`config.mk`:
```
export PLATFORM = sky130hd
export DESIGN_NAME = wave_analyzer
export DESIGN_NICKNAME = d
export VERILOG_FILES = /design/src/rtl/wave_pkg.sv /design/src/rtl/wave_analyzer_sat_counter.sv /design/src/rtl/wave_analyzer.sv
export SDC_FILE = /design/constraint.sdc
export NUM_CORES = 1
export LEC_CHECK = 0
export ABC_CLOCK_PERIOD_IN_PS = 3800
export BUFFER_PORTS_ARGS = -buffer_cell sky130_fd_sc_hd__buf_2
export CORE_MARGIN = 3
export CORE_UTILIZATION = 57
export DETAILED_ROUTE_END_ITERATION = 16
export GPL_ROUTABILITY_DRIVEN = 1
export GPL_TIMING_DRIVEN = 1
export PLACE_DENSITY = 0.79
export SETUP_SLACK_MARGIN = 0.05
export SLEW_MARGIN = 20
export SYNTH_ARGS = -nofsm -noshare
export SYNTH_HDL_FRONTEND = slang
export SYNTH_HIERARCHICAL = 1
export SYNTH_SLANG_ARGS = --single-unit
```
`constraint.sdc`:
```
create_clock -name clk -period 3.8 [get_ports clk]
set_input_delay 0.19 -clock clk [delete_from_list [all_inputs] [get_ports clk]]
set_output_delay 0.19 -clock clk [all_outputs]
set_load 0.005 [all_outputs]
```
`src/rtl/wave_pkg.sv`:
```
// Shared defaults and FSM state encoding for the waveform peak/trough/period analyzer.
package wave_pkg;

    localparam int SAMPLE_W_DEF = 8;
    localparam int PERIOD_W_DEF = 16;

    typedef enum logic [1:0] {
        IDLE    = 2'd0,
        RISING  = 2'd1,
        FALLING = 2'd2
    } wave_state_e;

endpackage

```
`src/rtl/wave_analyzer_sat_counter.sv`:
```
// Saturating up-counter: synchronous clear-to-0, load-to-1, enable, holds at all-ones.
module sat_counter #(
    parameter int WIDTH = 16
) (
    input  logic             clk,
    input  logic             rst,
    input  logic             load_one,
    input  logic             en,
    output logic [WIDTH-1:0] cnt
);

    logic [WIDTH-1:0] cnt_q;
    logic [WIDTH-1:0] cnt_d;

    always_comb begin
        cnt_d = cnt_q;
        if (load_one) begin
            cnt_d = WIDTH'(1);
        end else if (en && (cnt_q != '1)) begin
            cnt_d = cnt_q + 1'b1;
        end
    end

    always_ff @(posedge clk) begin
        if (rst) begin
            cnt_q <= '0;
        end else begin
            cnt_q <= cnt_d;
        end
    end

    assign cnt = cnt_q;

endmodule

```
`src/rtl/wave_analyzer.sv`:
```
// Tracks a sampled waveform, reporting last peak, last trough and the sample count between troughs.
// Define WAVE_ANALYZER_HYST_EN to require a HYST-LSB excursion before a direction reversal is accepted.
//
// state   | meaning
// --------+--------------------------------------------------------------
// IDLE    | after reset; first valid sample seeds the running minimum
// RISING  | tracking run_max, waiting for a drop that marks a peak
// FALLING | tracking run_min, waiting for a rise that marks a trough
module wave_analyzer
    import wave_pkg::*;
#(
    parameter int SAMPLE_W = SAMPLE_W_DEF,
    parameter int PERIOD_W = PERIOD_W_DEF,
    parameter int HYST     = 2
) (
    input  logic                clk,
    input  logic                rst,
    input  logic [SAMPLE_W-1:0] sample,
    input  logic                sample_valid,
    output logic [SAMPLE_W-1:0] peak,
    output logic [SAMPLE_W-1:0] trough,
    output logic [PERIOD_W-1:0] period,
    output logic                measure_valid,
    output logic                rising
);

    localparam logic [SAMPLE_W:0] HYST_X  = (SAMPLE_W + 1)'(HYST);
    localparam logic [SAMPLE_W:0] MAX_X   = {1'b0, {SAMPLE_W{1'b1}}};

    wave_state_e         state_q, state_d;
    logic [SAMPLE_W-1:0] run_max_q, run_max_d;
    logic [SAMPLE_W-1:0] run_min_q, run_min_d;
    logic [SAMPLE_W-1:0] peak_q, peak_d;
    logic [SAMPLE_W-1:0] trough_q, trough_d;
    logic [PERIOD_W-1:0] period_q, period_d;
    logic                mv_q, mv_d;
    logic                have_trough_q, have_trough_d;

    logic                peak_det;
    logic                trough_det;
    logic                cnt_clr;
    logic                cnt_load_one;
    logic                cnt_en;
    logic [PERIOD_W-1:0] cnt;

`ifdef WAVE_ANALYZER_HYST_EN
    logic [SAMPLE_W:0] peak_thr;
    logic [SAMPLE_W:0] trough_thr;
    logic [SAMPLE_W:0] trough_sum;

    always_comb begin
        peak_thr   = ({1'b0, run_max_q} >= HYST_X) ? ({1'b0, run_max_q} - HYST_X) : '0;
        trough_sum = {1'b0, run_min_q} + HYST_X;
        trough_thr = (trough_sum > MAX_X) ? MAX_X : trough_sum;
        peak_det   = {1'b0, sample} < peak_thr;
        trough_det = {1'b0, sample} > trough_thr;
    end
`else
    logic [2*SAMPLE_W+1:0] unused_hyst;
    assign unused_hyst = {HYST_X, MAX_X};

    always_comb begin
        peak_det   = sample < run_max_q;
        trough_det = sample > run_min_q;
    end
`endif

    always_comb begin
        state_d       = state_q;
        run_max_d     = run_max_q;
        run_min_d     = run_min_q;
        peak_d        = peak_q;
        trough_d      = trough_q;
        period_d      = period_q;
        have_trough_d = have_trough_q;
        mv_d          = 1'b0;
        cnt_clr       = 1'b0;
        cnt_load_one  = 1'b0;
        cnt_en        = 1'b0;

        if (sample_valid) begin
            case (state_q)
                IDLE: begin
                    run_min_d     = sample;
                    have_trough_d = 1'b0;
                    cnt_clr       = 1'b1;
                    state_d       = FALLING;
                end
                RISING: begin
                    cnt_en = 1'b1;
                    if (peak_det) begin
                        peak_d    = run_max_q;
                        run_min_d = sample;
                        state_d   = FALLING;
                    end else if (sample > run_max_q) begin
                        run_max_d = sample;
                    end
                end
                FALLING: begin
                    if (trough_det) begin
                        trough_d     = run_min_q;
                        run_max_d    = sample;
                        state_d      = RISING;
                        cnt_load_one = 1'b1;
                        // The very first trough only opens the measurement window.
                        if (have_trough_q) begin
                            period_d = cnt;
                            mv_d     = 1'b1;
                        end else begin
                            have_trough_d = 1'b1;
                        end
                    end else begin
                        cnt_en = 1'b1;
                        if (sample < run_min_q) begin
                            run_min_d = sample;
                        end
                    end
                end
                default: begin
                    state_d = IDLE;
                end
            endcase
        end
    end

    always_ff @(posedge clk) begin
        if (rst) begin
            state_q       <= IDLE;
            run_max_q     <= '0;
            run_min_q     <= '0;
            peak_q        <= '0;
            trough_q      <= '0;
            period_q      <= '0;
            mv_q          <= 1'b0;
            have_trough_q <= 1'b0;
        end else begin
            state_q       <= state_d;
            run_max_q     <= run_max_d;
            run_min_q     <= run_min_d;
            peak_q        <= peak_d;
            trough_q      <= trough_d;
            period_q      <= period_d;
            mv_q          <= mv_d;
            have_trough_q <= have_trough_d;
        end
    end

    sat_counter #(
        .WIDTH (PERIOD_W)
    ) u_cnt (
        .clk      (clk),
        .rst      (rst | cnt_clr),
        .load_one (cnt_load_one),
        .en       (cnt_en),
        .cnt      (cnt)
    );

    assign peak          = peak_q;
    assign trough        = trough_q;
    assign period        = period_q;
    assign measure_valid = mv_q;
    assign rising        = (state_q == RISING);

endmodule
```
==> key figures, run 1 <==
Die
  • # IOs: 45
  • FP Rows: 26
  • Chip Height: 81.9 um
  • Starting Density: 0.615
  • Core region area: 5340 um^2
  • DIE AREA: 6700 um^2
  • Chip width: about 82 um

Min path
  • Hold Path Class: in2reg

Global route
  • Vias in the first global route: 2466
  • M3 GR Usage: 0.0515
  • Global route total overflow: 0
  • GRT Total Usage: 0.239
  • M1 GR Usage: 0.347
  • GRT busiest layer: met1
  • Maximum number of pins on one net before global-route repair: 63
  • GRT met2 Usage: 0.343
  • First-pass GRT wire length: 12200 um
  • Initial antenna violation count: 0

Logic synthesis
  • Yosys Warn Count: 6
  • Synthesized area per cell: 9.01 um^2
  • Post-synth EDFFs: 0
  • Cell area after synthesis: 3280 um^2
  • Synthesized netlist cell count: 364
  • Cell taking the most area after synthesis: dfxtp_1
  • Ranking of synthesized cells by area: dfxtp_1 (42%), ha_1 (8.0%), mux2i_1 (7.6%)
  • Netlist cell types: 50
  • Asr flop ratio synth: 0
  • Post-synth top area share: 0.415
  • Synth Register Bits: 68
  • Mapped Nets: between 300 and 400
  • Commonest register cell after synthesis: dfxtp_1
  • Register area share after synthesis: 0.415

Cells and area
  • Storage cell area: 1360 um^2
  • Nets: 437
  • Most frequent cells in the layout: dfxtp_1 (68), buf_2 (44), a21oi_1 (28), nor2_1 (28)
  • Area grow syn2layout: 12.7%
  • Multi-input gate area: roughly 1800 um^2
  • Share of layout cells above drive strength 1: 0.169
  • Commonest non-fill, non-tap cell in the layout: dfxtp_1
  • Final Non-Filler Cells: 479
  • # diodes: 0
  • Layout fillers: 427

Worst setup path
  • Arrival time at the worst endpoint: 3570 ps
  • Crit path launch type: flop
  • Worst EP required: 4080 ps
  • Kind of critical path: reg2reg
  • CP endpoint kind: flop
  • Worst Path Max Fanout: 10

Placement
  • Final GP Congestion: about 0.9
  • Hpwl dp: 5360 um
  • PortBufs: 44
  • Dpl cells: 464

Run
  • Number of max-cap violations: 0

Drt
  • DRT iter0 DRCs: 204
  • DR vias: 2790
  • Wire per inst: approximately 15 um
  • Total routed wirelength: 7380 um
  • Post-route DRC: 0
  • Pre-Repair DR Iteration Count: 4
  • Via-to-Cell Ratio: 5.82
  • Final antenna-violating net count: 0

Power and ir drop
  • Leakage: 1.46 nW
  • Clock power share: 0.339
  • Int Power: 0.00109 W
  • Combinational Power Share: 0.159
  • Sequential Power Share: 0.502
  • Power per cell area: 412 nW/um^2
  • Net Sw Frac: 0.287
  • Maximum VDD drop: 253 uV
  • NetSw: 0.000436 W

CTS
  • TritonCTS Buffers: 9
  • CTS tree: yes
  • Max clock buf depth: 2
  • # hold bufs at CTS: 0
  • Clock tree sinks: 68
  • Worst-path clk slew: ~70 ps
  • Post-CTS Setup Bufs: 0
  • CTS H-tree lvls: 3
  • Clock latency on the worst-skew pair: 340 ps
  • Resize count post-CTS: 0
  • Root Driver: clkbuf_8

Outcome
  • Run status: finished clean

STA
  • Layout Skew: 8.58 ps
  • Fmax: 304 MHz
  • Slew margin rel.: 0.345
  • Worst-Margin Slew: 982 ps
  • Final setup TNS: 0 ps
  • Minimum clock period after layout: 3290 ps
  • Count of final setup violators: 0
  • Final Cycle Share: 0.867
  • RSZ-0062 raised after global routing: false
  • Final hold violations: 0
  • Final Max Slew Viols: 0
[sequential cells by signal, indices dropped and copies added, names as in the netlist]
name,cells
peak,8
run_max_q,8
have_trough_q,1
u_cnt/cnt,16
period,16
trough,8
run_min_q,8
measure_valid,1
state_q,2
[power by group through the flow]
| stage | sequential [W] | clock [W] | combinational, W |
|---|---|---|---|
| after floorplan | 0.000770 | 0 | 0.000184 |
| after global routing | 0.000768 | 0.000561 | 0.000269 |
| after CTS | 0.000764 | 0.000524 | 0.000240 |
| after global placement | 0.000777 | 0 | 0.000232 |
| final | 0.000764 | 0.000515 | 0.000242 |
| after detailed placement | 0.000780 | 0 | 0.000239 |
[cells by family after synthesis]
family,Yosys count,synth area share
simple gates,134,0.219
compound gates,74,0.149
flops,68,0.415
buf+inv,38,0.0496
mux,26,0.0797
fa+ha+maj,21,0.0801
xor+xnor,3,0.00801
[worst max-delay path, cell delays in order, from the launching register on]
cell and delay [ps]:
dfxtp_1 360, inv_1 60, ha_1 300, a211o_1 260
a21oi_1 210, a21boi_1 110, o21ai_2 310, o211a_1 300
nand4_1 170, or3_1 510, or4_1 510, a21oi_1 150
[path summary, 6_finish.rpt]
check	cells past startpoint	startpoint	slack (ps)	endpoint
min reg2reg	2	period[11]	450	period[11]
min	3	sample[0]	160	run_max_q[0]
max	11	run_min_q[5]	510	u_cnt/cnt[9]
max reg2reg	11	run_min_q[5]	510	u_cnt/cnt[9]
[layer usage]
layer / vias to the layer above / wire, um
li1: 1404 / -
met1: 1287 / 3760
met2: 90 / 3130
met3: 9 / 398
met4: 0 / 93
met5: - / 0
[Yosys cell counts (all sizes together) (3+ instances only)]
library cell and n:
o211ai 3, or4 9, o31ai 8, a21oi 28
dfxtp 68, nor2 28, a31oi 5, nand2 24
mux2i 25, nand4 7, nand3 25, ha 21
or3 5, nor3 5, and4 4, o21a 3
nand2b 17, clkbuf 9, o21ai 9, and3 4
inv 22, buf 7
[metrics by stage]
stage	util	power, W	area, um^2	setup WS, ps	hold slack (ps)
floorplan	-	0.000954	3280	825	359
global placement	0.661	0.00101	3530	676	440
detailed placement	0.661	0.00102	3530	535	444
CTS	0.693	0.00153	3700	526	142
global route	0.693	0.00160	3700	218	151
finish	0.693	0.00152	3700	506	156
[layout make-up]
cell class	instances	area share
Tap cell	70	0.0237
Clock inverter	4	0.00711
Clock buffer	11	0.0383
Timing Repair Buffer	46	0.0636
Inverter	22	0.0223
Multi-Input combinational cell	258	0.477
Sequential cell	68	0.368
Note: power is estimated with default switching activity, not from simulation.
==> run 2, diff against run 1 <==
Settings changed: CELL_PAD_IN_SITES_DETAIL_PLACEMENT from default to 1, CELL_PAD_IN_SITES_GLOBAL_PLACEMENT from default to 2, CORE_UTILIZATION 57 to 35, PLACE_DENSITY 0.79 to default, PLACE_DENSITY_LB_ADDON from default to 0.1, SLEW_MARGIN 20 to default.
==> run 2 against run 1 <==
- critical path depth is the same
- worst hold slack worse by 4.0 ps
- routed wire length up 19%
- count of clock-buffer cells in the layout increased by 1
- cell count grew 8.4%
- critical path type unchanged
- critical endpoint unchanged
- highest routed layer unchanged
==> key figures, run 2 (synthesized netlist as in run 1, its figures left out) <==
CTS
  • TritonCTS Buffers: 9 (unchanged)
  • Worst-path clk slew: 70 ps (about the same)
  • Resize count post-CTS: 0 (unchanged)
  • # hold bufs at CTS: 0 (unchanged)
  • Post-CTS Setup Bufs: 0 (unchanged)
  • CTS H-tree lvls: 3 (unchanged)
  • Clock latency on the worst-skew pair: 350 ps (about the same)
  • Root Driver: clkbuf_8
  • Clock tree sinks: 68 (unchanged)
  • Max clock buf depth: 2 (unchanged)
  • CTS tree: yes

Power and ir drop
  • Int Power: 0.00126 W (+16%)
  • Total chip power: 0.00171 W (+13%)
  • NetSw: 0.000458 W (+5.0%)
  • Combinational Power Share: 0.147 (-0.012)
  • Sequential Power Share: 0.446 (-0.056)
  • Leakage: 1.50 nW (+2.9%)
  • Net Sw Frac: 0.267 (-0.0197)
  • Clock power share: 0.408 (+0.069)
  • Power per cell area: 449 nW/um^2 (+9.1%)
  • Maximum VDD drop: 161 uV (-36%)

Min path
  • Hold Path Class: in2reg
  • Min-delay src: sample[0]

STA
  • Final Max Slew Viols: 0 (unchanged)
  • Fmax: 296 MHz (-2.4%)
  • Final Cycle Share: 0.888 (+0.0211)
  • Final hold violations: 0 (unchanged)
  • Hold slack final: 152 ps (-3.96 ps)
  • Count of final setup violators: 0 (unchanged)
  • Layout Skew: 9.11 ps (+0.539 ps)
  • RSZ-0062 raised after global routing: false
  • Final setup TNS: 0 ps (unchanged)
  • Minimum clock period after layout: 3370 ps (+80.0 ps)
  • Worst-Margin Slew: 894 ps (-88.1 ps)
  • Slew margin rel.: 0.402 (+0.0569)

Die
  • DIE AREA: 10600 um^2 (+58%)
  • Chip Height: 103 um (+26%)
  • # IOs: 45 (unchanged)
  • Chip width: 103 um (+26%)
  • Starting Density: 0.369 (-0.246)
  • FP Rows: 34 (+31%)
  • Core region area: 8890 um^2 (+67%)

Worst setup path
  • Kind of critical path: reg2reg
  • Worst Path Max Fanout: 10 (unchanged)
  • Buf/Inv on CP: 1 (unchanged)
  • Arrival time at the worst endpoint: 3660 ps (+90 ps)
  • CP cell instances: inv_1 -> ha_1 -> a211o_1 -> a21oi_1 -> a21boi_1 -> o21ai_2 -> o211a_1 -> nand4_1 -> or3_1 -> or4_1 -> a21oi_1
  • Worst path max stage delay: 510 ps (about the same)
  • RR Startpoint: run_min_q[5]
  • Worst EP required: 4080 ps (about the same)
  • CP max stage cell: or3_1
  • CP endpoint kind: flop
  • CP most frequent cell: a21oi_1
  • CP top delay family: compound AO/OA/AOI/OAI gates
  • Critical path origin: run_min_q[5]
  • Crit path launch type: flop

Drt
  • Via-to-Cell Ratio: 5.38 (-7.6%)
  • DR vias: 2794 (+0.14%)
  • Final antenna-violating net count: 0 (unchanged)
  • Total routed wirelength: 8790 um (+19%)
  • Wire per inst: 16.9 um (+9.9%)
  • Pre-Repair DR Iteration Count: 4 (unchanged)
  • Post-route DRC: 0 (unchanged)
  • DRT iter0 DRCs: 110 (-46%)

Global route
  • Vias in the first global route: 2798 (+13%)
  • Initial antenna violation count: 0 (unchanged)
  • First-pass GRT wire length: 14900 um (+22%)
  • Global route total overflow: 0 (unchanged)
  • Maximum number of pins on one net before global-route repair: 36 (-43%)
  • GRT Total Usage: 0.182 (-0.0572)

Cells and area
  • Most frequent cells in the layout: dfxtp_1 (68), buf_2 (44), a21oi_1 (28), nor2_1 (28)
  • Nets: 438 (+0.23%)
  • # diodes: 0 (unchanged)
  • Share of layout cells above drive strength 1: 0.175 (+0.00648)
  • Area grow syn2layout: 16.4%
  • Finished Cell Area: 3820 um^2 (+3.3%)
  • Commonest non-fill, non-tap cell in the layout: dfxtp_1

Placement
  • Final GP Congestion: 0.794 (-12%)
  • PortBufs: 44 (unchanged)
  • Hpwl dp: 6360 um (+19%)
  • Dpl cell area: 3580 um^2 (+1.6%)

Outcome
  • Run status: finished clean

Run
  • Number of max-cap violations: 0 (unchanged)
-- run 2: cell types whose count changed in the layout (fill, tap and decap cells not counted), sizes merged --
cell / delta
buf: +1
bufinv: +2
clkbuf: +1
clkinv: -1
clkinvlp: -1
-- run 2: area by class of cell --
cell class | instances | area (um^2)
Clock buffer | 12 | 165
Sequential cell | 68 | 1360
Timing Repair Buffer | 47 | 243
Fill cell | 1059 | 5070
Inverter | 22 | 82.6
Multi-Input combinational cell | 258 | 1760
Clock inverter | 4 | 70.1
Tap cell | 108 | 135
-- run 2: power by group through the flow --
stage | logic [W] | clock network (W) | registers, W
after global routing | 0.000288 | 0.000752 | 0.000768
after global placement | 0.000247 | 0 | 0.000778
after CTS | 0.000255 | 0.000719 | 0.000765
final | 0.000252 | 0.000699 | 0.000764
after floorplan | 0.000184 | 0 | 0.000770
after detailed placement | 0.000252 | 0 | 0.000781
-- run 2: worst min-delay path, cell delays in order --
cell and delay (ps):
buf_2 110, nand2b_1 80, mux2i_1 70
-- run 2: per-layer routing --
metal  part of all wire  wire length, um  GRT usage
met1               0.52             4530      0.264
met2               0.44             3870      0.268
met3              0.033              292     0.0426
met4              0.010               92     0.0578
met5                  0                0          0
-- run 2: path summary, 6_finish.rpt --
check | to | slack (ps) | cells past startpoint
min | run_max_q[0] | 150 | 3
max | u_cnt/cnt[9] | 430 | 11
min reg2reg | period[2] | 460 | 2
max reg2reg | u_cnt/cnt[9] | 430 | 11
-- run 2: through the flow --
step	worst slack [ps]	instances	util
finish	426	519	0.429
global route	179	519	0.429
global placement	567	503	0.403
CTS	424	519	0.429
floorplan	825	364	-
detailed placement	451	503	0.403
